--- src/rtl/wishbone_manager.sv ---
// Single-outstanding Wishbone classic-cycle manager bridging a valid/ready request port to one arbitrator manager port.
// Optional bus timeout and saturating error counter are built when WB_MANAGER_TIMEOUT_EN is defined.
module wishbone_manager #(
    parameter int unsigned TIMEOUT_CYCLES = 255,
    parameter int unsigned ERR_CNT_W      = 8
) (
    input  logic                 CLK,
    input  logic                 nRST,
    input  logic                 req_valid,
    output logic                 req_ready,
    input  logic                 req_write,
    input  logic [31:0]          req_addr,
    input  logic [31:0]          req_wdata,
    input  logic [3:0]           req_sel,
    output logic                 resp_valid,
    output logic [31:0]          resp_rdata,
    output logic                 resp_err,
    output logic [ERR_CNT_W-1:0] err_count,
    output logic [31:0]          ADR_O,
    output logic [31:0]          DAT_O,
    output logic [3:0]           SEL_O,
    output logic                 WE_O,
    output logic                 STB_O,
    output logic                 CYC_O,
    input  logic [31:0]          DAT_I,
    input  logic                 ACK_I
);

    // state | meaning
    // IDLE  | no bus cycle; request port ready
    // BUS   | CYC/STB asserted, waiting for ACK_I or timeout
    typedef enum logic {IDLE, BUS} state_t;

    state_t state_q, state_d;
    logic   accept;
    logic   ack_hit;
    logic   timeout_hit;

    if (TIMEOUT_CYCLES < 1 || TIMEOUT_CYCLES > 65535) begin : g_bad_timeout
        $error("wishbone_manager: TIMEOUT_CYCLES must be 1..65535");
    end

    assign req_ready = (state_q == IDLE) && nRST;
    assign accept    = req_valid && req_ready;
    assign ack_hit   = (state_q == BUS) && ACK_I;

`ifdef WB_MANAGER_TIMEOUT_EN
    // Down-counter loaded at accept; reaching zero without ACK means the limit cycle.
    logic [15:0] to_cnt_q;

    assign timeout_hit = (state_q == BUS) && !ACK_I && (to_cnt_q == 16'd0);

    always_ff @(posedge CLK) begin
        if (!nRST) begin
            to_cnt_q <= 16'd0;
        end else if (accept) begin
            to_cnt_q <= 16'(TIMEOUT_CYCLES - 1);
        end else if (state_q == BUS && to_cnt_q != 16'd0) begin
            to_cnt_q <= to_cnt_q - 16'd1;
        end
    end

    always_ff @(posedge CLK) begin
        if (!nRST) begin
            resp_err  <= 1'b0;
            err_count <= '0;
        end else begin
            resp_err <= timeout_hit;
            if (timeout_hit && err_count != {ERR_CNT_W{1'b1}}) begin
                err_count <= err_count + 1'b1;
            end
        end
    end
`else
    assign timeout_hit = 1'b0;
    assign resp_err    = 1'b0;
    assign err_count   = '0;
`endif

    always_ff @(posedge CLK) begin
        if (!nRST) begin
            state_q <= IDLE;
        end else begin
            state_q <= state_d;
        end
    end

    always_comb begin
        state_d = state_q;
        unique case (state_q)
            IDLE:    if (accept) state_d = BUS;
            BUS:     if (ack_hit || timeout_hit) state_d = IDLE;
            default: state_d = IDLE;
        endcase
    end

    always_ff @(posedge CLK) begin
        if (!nRST) begin
            ADR_O      <= 32'h0;
            DAT_O      <= 32'h0;
            SEL_O      <= 4'h0;
            WE_O       <= 1'b0;
            STB_O      <= 1'b0;
            CYC_O      <= 1'b0;
            resp_valid <= 1'b0;
            resp_rdata <= 32'h0;
        end else begin
            resp_valid <= ack_hit || timeout_hit;
            if (accept) begin
                ADR_O <= req_addr;
                DAT_O <= req_wdata;
                SEL_O <= req_sel;
                WE_O  <= req_write;
                STB_O <= 1'b1;
                CYC_O <= 1'b1;
            end else if (ack_hit || timeout_hit) begin
                STB_O <= 1'b0;
                CYC_O <= 1'b0;
            end
            // ACK has priority over a timeout landing in the same cycle
            if (ack_hit) begin
                resp_rdata <= WE_O ? 32'h0 : DAT_I;
            end else if (timeout_hit) begin
                resp_rdata <= 32'h0;
            end
        end
    end

endmodule
--- config.mk ---
export PLATFORM = sky130hd
export DESIGN_NAME = wishbone_manager
export DESIGN_NICKNAME = d
export VERILOG_FILES = /design/src/rtl/wishbone_manager.sv
export SDC_FILE = /design/constraint.sdc
export NUM_CORES = 1
export LEC_CHECK = 0
export ABC_AREA = 0
export CORE_ASPECT_RATIO = 0.6
export CORE_MARGIN = 2
export CORE_UTILIZATION = 41
export CTS_BUF_LIST = sky130_fd_sc_hd__clkbuf_4 sky130_fd_sc_hd__clkbuf_8
export DETAILED_ROUTE_END_ITERATION = 8
export PLACE_DENSITY = 0.83
export SETUP_SLACK_MARGIN = 0.2
export SYNTH_ARGS = -nofsm -noshare
export SYNTH_HDL_FRONTEND = slang
export SYNTH_SLANG_ARGS = --single-unit
--- constraint.sdc ---
create_clock -name CLK -period 1.1 [get_ports CLK]
set_input_delay 0.165 -clock CLK [delete_from_list [all_inputs] [get_ports CLK]]
set_output_delay 0.165 -clock CLK [all_outputs]
set_load 0.01 [all_outputs]
==> metrics.yaml <==
status: "finished with violations"
violations: "setup timing"
layout_common_cells: "nand2_1 (126), buf_6 (114), clkdlybuf4s50_1 (102)"
hp-class: "in -> reg"
syn_inst: 468
whs_ns: 0.333
synth_area_leader_cell: "dfxtp_1"
cts_tree: "done"
ys_seq_area_share_pct: 50.0
final_max_slew_viol_count: 0
num_vias: 4296
crit_type: "in -> reg"
syn2layout_area_growth_pct: 89.1
regArea_mm2: 0.00223
synthTopCellsByArea: "dfxtp_1 (50%), nand2_1 (15%), a21boi_1 (12%)"
wl_per_cell_um: 18.4
routabilityCongestion: 0.817
rsz0062_at_grt: "yes"
fin_crit_sh_pct: 117
switching_share_pct: 26.0
p_comb_share_pct: 24.1
critPathRequiredTime_ns: 1.39
hold_viol_final: 0
p_clk_share_pct: 29.5
buffer_ports.inserted: 209
drive_above_1_share_pct: 52.2
grt_pass1_wl_mm: 19.2
ctsLongestPathBuffers: 2
ys_ff_latch: 104
ant_nets: 0
fin_nets: 818
setup_tns_ns: -6.39
wl_mm: 15.7
p_leak_nw: 3.25
multiInputGateArea_mm2: 0.00213
synth.avg_cell_area_um2: 8.89
rows: 28
skew_ns: 0.00925
start_util_pct: 42.1
die_w_um: 134
dp_hpwl_mm: 8.77
max_freq_mhz: 774
worstSetupEndpointType: "register"
ir_drop_mv: 0.753
via_per_inst: 5.04
syn_area_mm2: 0.00416
drc: 0
grt_pass1_vias: 3747
p_switching_mw: 2.32
finalCriticalPeriod_ns: 1.29
setup_violations: 71
intPower_mw: 6.61
p_seq_share_pct: 46.4
drtIter0Drc: 133
post-route-util_pct: 79.6
die_h_um: 82.0
grt_overflow: 0
cts_made_buffers: 9
yosys_warnings: 0
setup_ws_ns: -0.191
mostFrequentLayoutCell: "nand2_1"
cts_max_level: 3
final_area_mm2: 0.00787
hold_buffers: 0
powerDensity_mw_per_mm2: 1140
dr.pass1.iters: 4
cts.sinks: 104
n_fill_cell: 594
startpoint_type: "primary input"
clkTransAtPathRegs_ns: 0.10
ys_types: 17
grt_antenna_before_repair: 0
postPlaceCellArea_mm2: 0.00634
cp.arrival_ns: 1.58
floorplan.io_pins: 219
grt_max_degree: 56
grt_util_all_layers_pct: 22.5
clock_latency_ns: 0.36
core_area_mm2: 0.00988
critPathMaxFanout: 6
synthDominantCellAreaShare_pct: 50.0
cts_root_buf: "clkbuf_8"
antennaDiodeCount: 0
drv_cap: 0
fp.dieArea_mm2: 0.0110
metal layers:
| layer | global-route usage, % | part of all wire (%) | vias up |
|---|---|---|---|
| met1 | 26.7 | 40 | 2074 |
| met5 | 0 | 0 | - |
| li1 | - | - | 2021 |
| met2 | 38.8 | 50 | 176 |
| met4 | 7.16 | 2.0 | 0 |
| met3 | 7.90 | 7.9 | 25 |
synthesized netlist by cell type:
cell type	count
nand2b_1	1
a21oi_1	1
dfxtp_1	104
nor2b_1	2
clkbuf_1	10
nand2_1	171
a21boi_0	33
buf_6	9
conb_1	1
buf_4	13
nand4b_1	32
nand2b_4	1
buf_2	19
a21boi_2	1
and2b_1	1
a21boi_1	68
and3_1	1
logic make-up after synthesis:
group / after synthesis / share of synthesized area [%]
AND/OR/NAND/NOR: 209 / 23.3
buffers and inverters: 51 / 7.97
AO/OA/AOI/OAI: 103 / 18.6
other: 1 / 0.0901
flip-flops: 104 / 50.0
per-stage QoR:
stage                     instances  setup slack (ns)  total power, mW
final                           853            -0.191             8.94
after global routing            853            -0.213             9.27
after CTS                       808           -0.0728             8.47
after detailed placement        786            -0.371             5.73
after global placement          786            -0.320             5.68
after floorplan                 476            0.0813             4.84
power groups by stage:
stage / Combinational [mW] / Clock [mW] / Sequential, mW
after global routing: 2.28 / 2.83 / 4.17
after CTS: 1.63 / 2.69 / 4.14
after detailed placement: 1.57 / 0 / 4.15
after global placement: 1.54 / 0 / 4.14
after floorplan: 0.602 / 0 / 4.23
final: 2.15 / 2.63 / 4.15
state kept, by name, summed over array words and instances (netlist names):
signal / cells
ADR_O: 32
DAT_O: 32
resp_rdata: 32
SEL_O: 4
CYC_O: 1
WE_O: 1
resp_valid: 1
state_q: 1
timing repair:
| action | CTS | global route |
|---|---|---|
| gates resized for setup | 630 | 145 |
| setup buffers | 6 | 25 |
| pin swaps | 0 | 64 |
| cloned | 0 | 20 |
| endpoints found under the setup margin | 209 | 209 |
worst max-delay path: stages:
cell             delay [ns]
clkdlybuf4s50_1        0.62
and2b_4                0.23
buf_12                 0.15
buf_6                  0.14
nand2_1                0.08
a21boi_1               0.18
final cells by class:
class,instances,area share [%]
repair buffers,276,39.6
clock buffers,11,1.77
multi-input cells,322,27.0
clock inverters,5,1.03
flip-flops and latches,104,28.4
well taps,135,2.15
final timing paths:
| kind | from | to | slack (ns) | cells after the start |
|---|---|---|---|---|
| hold reg to reg | resp_rdata[18] | resp_rdata[18] | 0.46 | 2 |
| hold / removal | req_wdata[0] | DAT_O[0] | 0.33 | 3 |
| setup / recovery | req_valid | DAT_O[13] | -0.19 | 6 |
| setup reg to reg | state_q | DAT_O[13] | -0.18 | 5 |
No activity file was read; power rests on OpenSTA's default activity.
